**src/rtl/nor_bank.sv**
```systemverilog
// nor_bank: a bank of independent, clocked NOR gates with per-channel
// oscillation detection. Inputs are sampled on the falling clock edge. The
// NOR results pass through a STAGES-deep delay line that advances on the
// rising edge. A saturating toggle counter per channel flags outputs that
// keep changing on consecutive rising edges.

module nor_bank #(
    parameter int unsigned         CHANNELS  = 8,
    parameter int unsigned         FANIN     = 3,
    parameter int unsigned         STAGES    = 1,
    parameter logic [CHANNELS-1:0] IV        = {CHANNELS{1'b0}},
    parameter int unsigned         OSC_LIMIT = 15
) (
    input  logic                      clk,
    input  logic                      rst,
    input  logic [CHANNELS*FANIN-1:0] a,
    input  logic                      freeze,
    input  logic                      osc_clr,
    output logic [CHANNELS-1:0]       y,
    output logic [CHANNELS-1:0]       osc
);

    localparam int unsigned TW = $clog2(OSC_LIMIT + 1);
    localparam logic [TW-1:0] LIM = TW'(OSC_LIMIT);

    logic [CHANNELS-1:0]               s_q, s_d;
    logic [STAGES-1:0][CHANNELS-1:0]   pipe_q, pipe_d;
    logic [CHANNELS-1:0][TW-1:0]       t_q, t_d;
    logic [CHANNELS-1:0]               osc_q, osc_d;
    logic [CHANNELS-1:0]               toggle;

    // Per-channel NOR of that channel's input slice
    always_comb begin
        s_d = '0;
        for (int unsigned c = 0; c < CHANNELS; c++) begin
            s_d[c] = ~|a[c*FANIN +: FANIN];
        end
    end

    // Sample register: captures the NOR results on every falling edge
    always_ff @(negedge clk or posedge rst) begin
        if (rst) begin
            s_q <= IV;
        end else begin
            s_q <= s_d;
        end
    end

    // Delay line shift; the last stage is the visible output
    always_comb begin
        pipe_d    = pipe_q;
        pipe_d[0] = s_q;
        for (int unsigned i = 1; i < STAGES; i++) begin
            pipe_d[i] = pipe_q[i-1];
        end
    end

    assign toggle = pipe_d[STAGES-1] ^ pipe_q[STAGES-1];

    // Toggle counters and sticky flags; a clear beats both freeze and a limit hit
    always_comb begin
        t_d   = t_q;
        osc_d = osc_q;
        for (int unsigned c = 0; c < CHANNELS; c++) begin
            if (osc_clr) begin
                t_d[c]   = '0;
                osc_d[c] = 1'b0;
            end else if (!freeze) begin
                if (toggle[c]) begin
                    t_d[c] = (t_q[c] == LIM) ? t_q[c] : t_q[c] + 1'b1;
                end else begin
                    t_d[c] = '0;
                end
                if (t_d[c] == LIM) begin
                    osc_d[c] = 1'b1;
                end
            end
        end
    end

    // Delay line advances only while not frozen
    always_ff @(posedge clk or posedge rst) begin
        if (rst) begin
            pipe_q <= {STAGES{IV}};
        end else if (!freeze) begin
            pipe_q <= pipe_d;
        end
    end

    // Oscillation tracking state
    always_ff @(posedge clk or posedge rst) begin
        if (rst) begin
            t_q   <= '0;
            osc_q <= '0;
        end else begin
            t_q   <= t_d;
            osc_q <= osc_d;
        end
    end

    assign y   = pipe_q[STAGES-1];
    assign osc = osc_q;

endmodule

```
**config.mk**
```make
export PLATFORM = sky130hd
export DESIGN_NAME = nor_bank
export DESIGN_NICKNAME = d
export VERILOG_FILES = /design/src/rtl/nor_bank.sv
export SDC_FILE = /design/constraint.sdc
export NUM_CORES = 1
export LEC_CHECK = 0
export ABC_AREA = 1
export ABC_CLOCK_PERIOD_IN_PS = 2230
export CORE_ASPECT_RATIO = 1.25
export CORE_MARGIN = 2
export CORE_UTILIZATION = 56
export CTS_BUF_LIST = sky130_fd_sc_hd__clkbuf_8
export DETAILED_ROUTE_END_ITERATION = 16
export GPL_ROUTABILITY_DRIVEN = 1
export PLACE_DENSITY = 0.84
export SLEW_MARGIN = 5
export SYNTH_ARGS = -nofsm -noshare
export SYNTH_HDL_FRONTEND = slang
export SYNTH_SLANG_ARGS = --single-unit
```
**constraint.sdc**
```tcl
create_clock -name clk -period 2.23 [get_ports clk]
set_input_delay 0.446 -clock clk [delete_from_list [all_inputs] [get_ports clk]]
set_output_delay 0.446 -clock clk [all_outputs]
set_load 0.02 [all_outputs]
```
# Word level (Yosys, flattened, before mapping)
# Index checks and enable logic that the tools add are counted.
# Widths: inputs -> output; s select.
op_classes:
  n_bitwise: 1
  mul: 0
  n_eq_ne: 17
  n_div: 0
  muxes: 72
  reduce_logical: 32
  order_cmp: 0
  shifts: 0
  n_addsub: 8
ops:
  columns: ["op", "count"]
  rows:
  - ["$mux 4", 48]
  - ["$eq 4x4->1 const B", 16]
  - ["$add 4x1->4 const B", 8]
  - ["$mux 1", 24]
  - ["$reduce_or 3->1", 8]
  - ["$reduce_and 2->1", 8]
  - ["$reduce_bool 2->1", 8]
  - ["$logic_not 1->1", 8]
  - ["$xor 8x8->8", 1]
  - ["$ne 2x1->1 const B", 1]
totals:
  mem_bits_rw: 0
  mem_count: 0
  in_bits: 28
  latch_bits: 0
  ff_bits: 56
  rom_bits: 0

# Logic depth before layout (Yosys ltp)
# Gate-level depths: netlist (run 1).
logic_depth:
  word_depth: 9
  depth_mapped: 9
  mapped_depth_nobuf: 9

==> results of run 1 <==
## registers in the layout, indices dropped and copies added (netlist names)
name and cells:
osc 8, pipe_d 8, t_q 32, y 8
## power by group
group          switching (mW)  internal [mW]
Sequential             0.0236           1.04
Combinational           0.139          0.120
Clock                   0.324          0.245
Total                   0.487           1.40
## logic make-up (layout without fill, tap and decap cells)
family	Yosys count	in the layout	synth area share [%]
fa+ha+maj	8	8	3.28
compound gates	45	45	8.16
flops	56	56	45.9
simple gates	230	230	33.1
buf+inv	66	133	8.44
xor+xnor	3	3	1.11
## final cells by class
class / count / share of cell area [%]
Inverter: 58 / 5.63
Clock inverter: 2 / 0.191
Multi-Input combinational cell: 286 / 38.6
Tap cell: 64 / 2.03
Timing Repair Buffer: 67 / 15.8
Sequential cell: 56 / 35.6
Clock buffer: 6 / 2.10
## worst max-delay path by stage
stage	cells after the start	end
2_1_floorplan	5	osc[0]
5_1_grt	5	osc[1]
3_5_place_dp	6	osc[5]
3_3_place_gp	5	osc[1]
6_report	8	osc[6]
4_1_cts	5	osc[1]
## worst max-delay path, cell delays in order, from the launching register on
cell                      delay (ns)
sky130_fd_sc_hd__dfrtn_1        0.46
sky130_fd_sc_hd__nand2_2        0.08
sky130_fd_sc_hd__nand2_2        0.08
sky130_fd_sc_hd__nand2_2        0.06
sky130_fd_sc_hd__nor2_2         0.13
sky130_fd_sc_hd__nand2_1        0.07
sky130_fd_sc_hd__nor2_1         0.11
sky130_fd_sc_hd__nor2_1         0.05
sky130_fd_sc_hd__nor2_1         0.08
## cell usage after synthesis
cell type	count
sky130_fd_sc_hd__a21boi_1	1
sky130_fd_sc_hd__a21oi_1	12
sky130_fd_sc_hd__a21oi_2	2
sky130_fd_sc_hd__buf_2	5
sky130_fd_sc_hd__buf_4	1
sky130_fd_sc_hd__clkbuf_1	2
sky130_fd_sc_hd__dfrtn_1	8
sky130_fd_sc_hd__dfrtp_1	48
sky130_fd_sc_hd__ha_1	8
sky130_fd_sc_hd__inv_1	54
sky130_fd_sc_hd__inv_2	4
sky130_fd_sc_hd__nand2_1	114
sky130_fd_sc_hd__nand3_1	52
sky130_fd_sc_hd__nand3_2	4
sky130_fd_sc_hd__nand4_1	12
sky130_fd_sc_hd__nor2_1	35
sky130_fd_sc_hd__nor2_2	3
sky130_fd_sc_hd__nor2_4	1
sky130_fd_sc_hd__nor3_1	8
sky130_fd_sc_hd__o21ai_0	8
sky130_fd_sc_hd__o21ai_1	12
sky130_fd_sc_hd__o22ai_1	9
sky130_fd_sc_hd__o31ai_1	1
sky130_fd_sc_hd__or2_2	1
sky130_fd_sc_hd__xor2_1	2
sky130_fd_sc_hd__xor2_2	1
## repair_timing
| item | 4_1_cts | 5_1_grt |
|---|---|---|
| gates resized for setup | 7 | 30 |
| endpoints found under the hold margin | 0 | 0 |
| hold buffers | 0 | 0 |
| pin swaps | 2 | 23 |
| setup endpoints to repair | 6 | 14 |
| setup buffers | 3 | 7 |
| gates cloned | 0 | 0 |
## layout by cell type, fill, tap and decap left out, drive strengths merged
master,synthesis,layout
nor3,8,8
nor2,39,39
a21boi,1,1
o31ai,1,1
buf,6,24
clkdlybuf4s50,0,43
clkbuf,2,6
a21oi,14,14
nand3,56,56
xor2,3,3
ha,8,8
dfrtn,8,8
inv,58,59
nand4,12,12
o22ai,9,9
clkinvlp,0,1
dfrtp,48,48
or2,1,1
nand2,114,114
o21ai,20,20
## layer usage
| layer | GRT usage, % | routed length, um | vias up | part of all wire [%] |
|---|---|---|---|---|
| li1 | - | - | 1459 | - |
| met1 | 29.6 | 3030 | 1432 | 42 |
| met2 | 44.5 | 3770 | 76 | 52 |
| met3 | 3.49 | 294 | 9 | 4.1 |
| met4 | 10.5 | 122 | 0 | 1.7 |
| met5 | 0 | 0 | - | 0 |
==> flow_summary.html, run 1 <==
<table>
<tr><th>Metric</th><th>Value</th></tr>
<tr><th colspan="2">Outcome</th></tr>
<tr><td>Outcome</td><td>finished, violations left</td></tr>
<tr><td>Violated checks</td><td>negative setup slack</td></tr>
<tr><th colspan="2">Global route</th></tr>
<tr><td>Maximum number of pins on one net before global-route repair</td><td>24</td></tr>
<tr><td>First-pass GRT wire length</td><td>around 12 mm</td></tr>
<tr><td>Global-route total usage across every layer</td><td>24.7%</td></tr>
<tr><td>Overall overflow remaining after global route</td><td>0</td></tr>
<tr><td>Number of global-route vias before repair</td><td>roughly 2.8k</td></tr>
<tr><td>Initial antenna violation count</td><td>0</td></tr>
<tr><th colspan="2">Setup path</th></tr>
<tr><td>Data required time of the critical path</td><td>between 2 and 2.5 ns</td></tr>
<tr><td>Reg2Reg Depth</td><td>8</td></tr>
<tr><td>Worst-path fanout max</td><td>2</td></tr>
<tr><td>Type of the worst setup path</td><td>reg -&gt; reg</td></tr>
<tr><td>Slack of the worst reg-to-reg path</td><td>-0.07 ns</td></tr>
<tr><td>Startpoint type of the worst setup path</td><td>flip-flop</td></tr>
<tr><td>R2R Path End</td><td>osc[6]</td></tr>
<tr><td>Arrival time of data at the critical path endpoint</td><td>about 2.5 ns</td></tr>
<tr><td>Launching point of the worst reg2reg path</td><td>pipe_d[6]</td></tr>
<tr><td>Crit path capture type</td><td>flip-flop</td></tr>
<tr><td>Worst Setup SP</td><td>pipe_d[6]</td></tr>
<tr><th colspan="2">Layout</th></tr>
<tr><td>Final design utilization</td><td>around 74%</td></tr>
<tr><td>Layout-stage area growth over the synthesis result</td><td>28.9%</td></tr>
<tr><td>Area of the multi-input gates</td><td>between 0.0015 and 0.002 sq mm</td></tr>
<tr><td>Post-route cell area</td><td>0.00394 sq mm</td></tr>
<tr><td>Area taken by flip-flops and latches</td><td>approximately 0.0014 sq mm</td></tr>
<tr><td>Number of standard cells in the final layout excluding fillers</td><td>approximately 540</td></tr>
<tr><td>Final antenna diode count</td><td>0</td></tr>
<tr><td>Post-layout nets</td><td>~500</td></tr>
<tr><td>Fillers</td><td>a little over 400</td></tr>
<tr><td>Layout cells sized above 1</td><td>approximately 17%</td></tr>
<tr><th colspan="2">Floorplanning</th></tr>
<tr><td>Die W</td><td>~70 um</td></tr>
<tr><td>Die height</td><td>approximately 87 um</td></tr>
<tr><td>Num ports</td><td>44</td></tr>
<tr><td>Number of cell rows</td><td>30</td></tr>
<tr><td>Starting density of the core</td><td>between 50 and 60%</td></tr>
<tr><td>Area of the core</td><td>0.00533 sq mm</td></tr>
<tr><td>Die Outline Area</td><td>~0.0061 sq mm</td></tr>
<tr><th colspan="2">Clock network</th></tr>
<tr><td>CTS clock-pin slew for the worst setup and hold paths</td><td>around 0.1 ns</td></tr>
<tr><td>Cell at the root of the clock tree</td><td>sky130_fd_sc_hd__clkbuf_8</td></tr>
<tr><td>TritonCTS clock tree</td><td>done</td></tr>
<tr><td>Clock buffers created by TritonCTS</td><td>5</td></tr>
<tr><td>CTS Buffer Depth</td><td>2</td></tr>
<tr><td>Clock sinks</td><td>56</td></tr>
<tr><td>H-tree levels</td><td>2</td></tr>
<tr><td>Clock insertion delay at the later pin of the skew report</td><td>a little over 0.3 ns</td></tr>
<tr><th colspan="2">Logic synthesis</th></tr>
<tr><td>Number of distinct library cell variants in the gate-level netlist after synthesis</td><td>26</td></tr>
<tr><td>Library cell occupying the most area in the post-synthesis netlist</td><td>sky130_fd_sc_hd__dfrtp_1</td></tr>
<tr><td>Synth Register Bits</td><td>56</td></tr>
<tr><td>Synthesized area per cell</td><td>7.48 sq um</td></tr>
<tr><td>Post-synth design cell area</td><td>~0.0031 sq mm</td></tr>
<tr><td>Fraction of the yosys area taken by sequential cells</td><td>45.9%</td></tr>
<tr><td>Largest cells by area after synthesis</td><td>sky130_fd_sc_hd__dfrtp_1 (39%), sky130_fd_sc_hd__nand2_1 (14%), sky130_fd_sc_hd__nand3_1 (8.5%)</td></tr>
<tr><td>Post-synthesis instance total</td><td>around 410</td></tr>
<tr><td>Share of the synthesized area in the top cell type</td><td>between 30% and 40%</td></tr>
<tr><td>Syn. warnings</td><td>0</td></tr>
<tr><td>Net Count, Synth</td><td>about 440</td></tr>
<tr><th colspan="2">Drt</th></tr>
<tr><td>Vias per cell</td><td>approximately 5.5</td></tr>
<tr><td>Total DRC errors in the routed layout</td><td>0</td></tr>
<tr><td>Wire per inst</td><td>13.4 um</td></tr>
<tr><td>Final ANT Viol Nets</td><td>0</td></tr>
<tr><td>Detailed router's first-iteration violation count</td><td>between 100 and 150</td></tr>
<tr><td>Routed vias</td><td>just under 3k</td></tr>
<tr><td>Router iterations before antenna repair</td><td>4</td></tr>
<tr><td>Wire length after detailed routing</td><td>around 7.2 mm</td></tr>
<tr><th colspan="2">Pwr</th></tr>
<tr><td>Overall power</td><td>between 1.5 and 2 mW</td></tr>
<tr><td>Leakage power total</td><td>roughly 1.8 nW</td></tr>
<tr><td>Maximum VDD drop</td><td>approximately 0.27 mV</td></tr>
<tr><td>Power density cells</td><td>480 mW/mm^2</td></tr>
<tr><th colspan="2">Place</th></tr>
<tr><td>Placed Area</td><td>~0.0036 sq mm</td></tr>
<tr><td>Port buffer count</td><td>between 40 and 50</td></tr>
<tr><td>Worst Setup Slack post-DPL</td><td>-0.0391 ns</td></tr>
<tr><td>Placed cells</td><td>between 500 and 600</td></tr>
<tr><td>Detailed placement HPWL</td><td>approximately 5.0 mm</td></tr>
<tr><td>Routability congestion estimate from global placement</td><td>about 0.88</td></tr>
<tr><th colspan="2">Hold path</th></tr>
<tr><td>Hold Path Class</td><td>in -&gt; async</td></tr>
<tr><th colspan="2">Timing</th></tr>
<tr><td>Hold slack</td><td>0.491 ns</td></tr>
<tr><td>Number of hold-slack violations in the final timing report</td><td>0</td></tr>
<tr><td>Setup TNS after final layout</td><td>-0.231 ns</td></tr>
<tr><td>Worst Max-Slew Pin Slew</td><td>roughly 0.43 ns</td></tr>
<tr><td>Endpoints failing setup</td><td>6</td></tr>
<tr><td>Unrepaired setup endpoints after global routing</td><td>yes</td></tr>
<tr><td>Largest clock skew in the final design</td><td>roughly 0.0058 ns</td></tr>
<tr><td>Headroom to the max-slew limit</td><td>between 70% and 80%</td></tr>
<tr><td>Setup slack of the critical path after layout</td><td>-0.0670 ns</td></tr>
<tr><td>Count of final max-slew check failures</td><td>0</td></tr>
<tr><th colspan="2">Job</th></tr>
<tr><td>Max-cap violations</td><td>0</td></tr>
</table>
(Power assumes the default switching activity.)
==> run 2, diff against run 1 <==
Settings changed: ABC_AREA 1 to not set, SKIP_CTS_REPAIR_TIMING set to 1.
==> run 2 against run 1 <==
Compared with the run above: the run still ends with negative setup slack left; clock-buffer cell count stayed put; worst setup slack worse by 0.024 ns; power is 3.1% higher; global-route usage is 3.3 points lower; critical path type unchanged; highest routed layer unchanged.
==> flow_summary.html, run 2 <==
<table>
<tr><th>Metric</th><th>Value</th></tr>
<tr><th colspan="2">Clock network</th></tr>
<tr><td>Clock buffers created by TritonCTS</td><td>5</td></tr>
<tr><td>TritonCTS clock tree</td><td>done</td></tr>
<tr><td>CTS Buffer Depth</td><td>2</td></tr>
<tr><td>Cell at the root of the clock tree</td><td>sky130_fd_sc_hd__clkbuf_8</td></tr>
<tr><td>CTS clock-pin slew for the worst setup and hold paths</td><td>around 0.10 ns</td></tr>
<tr><td>Clock insertion delay at the later pin of the skew report</td><td>~0.31 ns</td></tr>
<tr><td>Clock sinks</td><td>56</td></tr>
<tr><td>H-tree levels</td><td>2</td></tr>
<tr><th colspan="2">Setup path</th></tr>
<tr><td>Data required time of the critical path</td><td>between 2 and 2.5 ns</td></tr>
<tr><td>Startpoint type of the worst setup path</td><td>flip-flop</td></tr>
<tr><td>Type of the worst setup path</td><td>reg -&gt; reg</td></tr>
<tr><td>Critical path buffer and inverter count</td><td>0</td></tr>
<tr><td>Delay-heaviest family, CP</td><td>flip-flops</td></tr>
<tr><td>Crit path capture type</td><td>flip-flop</td></tr>
<tr><td>Critical-path top delay cell</td><td>sky130_fd_sc_hd__dfrtn_1</td></tr>
<tr><td>Cells along the critical path</td><td>xnor2_2 &gt; nor3_4 &gt; nand2_1 &gt; o32ai_2</td></tr>
<tr><td>Arrival time of data at the critical path endpoint</td><td>roughly 2.5 ns</td></tr>
<tr><td>Delay of the slowest cell on the worst path</td><td>0.45 ns</td></tr>
<tr><td>Worst-path fanout max</td><td>6</td></tr>
<tr><th colspan="2">Layout</th></tr>
<tr><td>Fillers</td><td>approximately 360</td></tr>
<tr><td>Area taken by flip-flops and latches</td><td>approximately 0.0014 sq mm</td></tr>
<tr><td>Post-layout nets</td><td>388</td></tr>
<tr><td>Max FFs per register</td><td>32</td></tr>
<tr><td>Final antenna diode count</td><td>0</td></tr>
<tr><td>Layout-stage area growth over the synthesis result</td><td>29.2%</td></tr>
<tr><td>Leading cell types in the layout, fill and taps excluded</td><td>sky130_fd_sc_hd__dfrtp_1 (48), sky130_fd_sc_hd__clkdlybuf4s50_1 (43), sky130_fd_sc_hd__nor2_1 (26), sky130_fd_sc_hd__a21oi_1 (22)</td></tr>
<tr><td>Largest register by flop count</td><td>t_q</td></tr>
<tr><td>Number of standard cells in the final layout excluding fillers</td><td>~420</td></tr>
<tr><td>Most frequent standard cell in the layout excluding fill and tap cells</td><td>sky130_fd_sc_hd__dfrtp_1</td></tr>
<tr><td>Area of the multi-input gates</td><td>0.00174 sq mm</td></tr>
<tr><td>Post-route cell area</td><td>0.00394 sq mm</td></tr>
<tr><td>Layout cells sized above 1</td><td>around 24%</td></tr>
<tr><th colspan="2">Logic synthesis</th></tr>
<tr><td>Synth Register Bits</td><td>56</td></tr>
<tr><td>Most common library cells after synthesis</td><td>sky130_fd_sc_hd__dfrtp_1 (48), sky130_fd_sc_hd__nor2_1 (30), sky130_fd_sc_hd__a21oi_1 (23), sky130_fd_sc_hd__o21ai_0 (18), sky130_fd_sc_hd__nand2_1 (14)</td></tr>
<tr><td>Synthesized area per cell</td><td>10.2 sq um</td></tr>
<tr><td>Post-synthesis instance total</td><td>roughly 300</td></tr>
<tr><td>Syn. warnings</td><td>0</td></tr>
<tr><td>Most frequent cell after synthesis</td><td>sky130_fd_sc_hd__dfrtp_1</td></tr>
<tr><td>Share of the synthesized area in the top cell type</td><td>between 30% and 40%</td></tr>
<tr><td>Fraction of the yosys area taken by sequential cells</td><td>45.9%</td></tr>
<tr><td>Number of distinct library cell variants in the gate-level netlist after synthesis</td><td>42</td></tr>
<tr><td>Synth async-reset ratio</td><td>100%</td></tr>
<tr><td>Largest cells by area after synthesis</td><td>sky130_fd_sc_hd__dfrtp_1 (39%), sky130_fd_sc_hd__dfrtn_1 (6.6%), sky130_fd_sc_hd__a21oi_1 (3.8%)</td></tr>
<tr><td>Post-synth design cell area</td><td>0.00305 sq mm</td></tr>
<tr><td>Number of enable-type register cells in the synthesized netlist</td><td>0</td></tr>
<tr><td>Library cell occupying the most area in the post-synthesis netlist</td><td>sky130_fd_sc_hd__dfrtp_1</td></tr>
<tr><td>Net Count, Synth</td><td>roughly 340</td></tr>
<tr><td>Most common flop cell mapped by yosys</td><td>sky130_fd_sc_hd__dfrtp_1</td></tr>
<tr><th colspan="2">Place</th></tr>
<tr><td>Port buffer count</td><td>between 40 and 50</td></tr>
<tr><td>Placed cells</td><td>404</td></tr>
<tr><td>Worst Setup Slack post-DPL</td><td>-0.0805 ns</td></tr>
<tr><td>Routability congestion estimate from global placement</td><td>approximately 0.81</td></tr>
<tr><td>Placed Area</td><td>~0.0036 sq mm</td></tr>
<tr><td>Detailed placement HPWL</td><td>about 4.5 mm</td></tr>
<tr><th colspan="2">Global route</th></tr>
<tr><td>Maximum number of pins on one net before global-route repair</td><td>23</td></tr>
<tr><td>First-pass GRT wire length</td><td>10.6 mm</td></tr>
<tr><td>Initial antenna violation count</td><td>0</td></tr>
<tr><td>Number of global-route vias before repair</td><td>roughly 2.4k</td></tr>
<tr><td>Overall overflow remaining after global route</td><td>0</td></tr>
<tr><td>Global-route total usage across every layer</td><td>21.4%</td></tr>
<tr><th colspan="2">Drt</th></tr>
<tr><td>Wire length the detailed router placed on met1</td><td>roughly 2.8 mm</td></tr>
<tr><td>Final ANT Viol Nets</td><td>0</td></tr>
<tr><td>Routed vias</td><td>around 2.5k</td></tr>
<tr><td>Wire per inst</td><td>16.1 um</td></tr>
<tr><td>Max layer used</td><td>met4</td></tr>
<tr><td>Metal2 WL</td><td>approximately 3.7 mm</td></tr>
<tr><td>Router iterations before antenna repair</td><td>4</td></tr>
<tr><td>Routed wire length on met3</td><td>approximately 180 um</td></tr>
<tr><td>Detailed router's first-iteration violation count</td><td>90</td></tr>
<tr><td>Wire length after detailed routing</td><td>roughly 6.7 mm</td></tr>
<tr><td>Vias per cell</td><td>approximately 6.0</td></tr>
<tr><td>Total DRC errors in the routed layout</td><td>0</td></tr>
<tr><th colspan="2">Timing</th></tr>
<tr><td>Unrepaired setup endpoints after global routing</td><td>yes</td></tr>
<tr><td>Count of final max-slew check failures</td><td>0</td></tr>
<tr><td>Hold slack</td><td>~0.52 ns</td></tr>
<tr><td>Setup slack of the critical path after layout</td><td>-0.0912 ns</td></tr>
<tr><td>Number of hold-slack violations in the final timing report</td><td>0</td></tr>
<tr><td>Worst Max-Slew Pin Slew</td><td>approximately 0.52 ns</td></tr>
<tr><td>Largest clock skew in the final design</td><td>0.00672 ns</td></tr>
<tr><td>Headroom to the max-slew limit</td><td>about two thirds</td></tr>
<tr><td>Endpoints failing setup</td><td>11</td></tr>
<tr><td>Setup TNS after final layout</td><td>-0.455 ns</td></tr>
<tr><th colspan="2">Hold path</th></tr>
<tr><td>Hold Path Class</td><td>in -&gt; async</td></tr>
<tr><th colspan="2">Job</th></tr>
<tr><td>Max-cap violations</td><td>0</td></tr>
<tr><th colspan="2">Floorplanning</th></tr>
<tr><td>Starting density of the core</td><td>57.2%</td></tr>
<tr><td>Area of the core</td><td>~0.0053 sq mm</td></tr>
<tr><td>Die Outline Area</td><td>0.00606 sq mm</td></tr>
<tr><td>Number of cell rows</td><td>30</td></tr>
<tr><td>Die height</td><td>roughly 87 um</td></tr>
<tr><td>Die W</td><td>70.0 um</td></tr>
<tr><td>Num ports</td><td>44</td></tr>
<tr><th colspan="2">Pwr</th></tr>
<tr><td>Maximum VDD drop</td><td>0.271 mV</td></tr>
<tr><td>Leakage power total</td><td>approximately 1.6 nW</td></tr>
<tr><td>Power density cells</td><td>about 500 mW/mm^2</td></tr>
<tr><th colspan="2">Outcome</th></tr>
<tr><td>Outcome</td><td>finished, violations left</td></tr>
<tr><td>Violated checks</td><td>negative setup slack</td></tr>
</table>
[run 2: logic make-up after synthesis]
logic type               share of synthesized area [%]
XOR/XNOR                                          5.17
AO/OA/AOI/OAI                                     16.2
AND/OR/NAND/NOR                                   17.6
multiplexers                                      8.29
buffers and inverters                             3.49
adder cells (fa/ha/maj)                           3.28
flip-flops                                        45.9
[run 2: final timing paths]
| kind | startpoint | endpoint | slack, ns | depth (start not counted) |
|---|---|---|---|---|
| setup / recovery | pipe_d[2] | osc[2] | -0.09 | 4 |
| hold / removal | rst | t_q[22] | 0.52 | 3 |
| setup reg to reg | pipe_d[2] | osc[2] | -0.09 | 4 |
| hold reg to reg | osc[2] | osc[2] | 0.53 | 2 |
| max in group asynchronous | rst | pipe_d[3] | 0.52 | 3 |
| min in group clk | osc[2] | osc[2] | 0.53 | 2 |
[run 2: layout make-up]
class | count | share of cell area, %
Clock buffer | 6 | 2.10
Clock inverter | 2 | 0.254
Inverter | 8 | 0.857
Multi-Input combinational cell | 221 | 44.1
Sequential cell | 56 | 35.6
Tap cell | 64 | 2.03
Timing Repair Buffer | 60 | 15.1
[run 2: stage by stage]
stage | power, mW | utilization (%)
2_1_floorplan | 1.23 | -
3_3_place_gp | 1.34 | 68.0
3_5_place_dp | 1.35 | 68.0
4_1_cts | 1.91 | 69.7
5_1_grt | 2.03 | 73.9
6_report | 1.95 | 73.9
[run 2: worst register-to-register path: stages, from the launching register on]
cell,delay [ns]
sky130_fd_sc_hd__dfrtn_1,0.45
sky130_fd_sc_hd__xnor2_2,0.11
sky130_fd_sc_hd__nor3_4,0.20
sky130_fd_sc_hd__nand2_1,0.11
sky130_fd_sc_hd__o32ai_2,0.25
[run 2: report_power, final]
| group | internal [mW] | switching (mW) |
|---|---|---|
| sequential | 1.04 | 0.0361 |
| clock | 0.249 | 0.323 |
| combinational | 0.156 | 0.147 |
[run 2: metal layers]
layer | GRT usage [%] | up-vias
met4 | 5.77 | 0
met3 | 3.26 | 7
li1 | - | 1199
met2 | 38.6 | 48
met1 | 26.9 | 1229
met5 | 0 | -
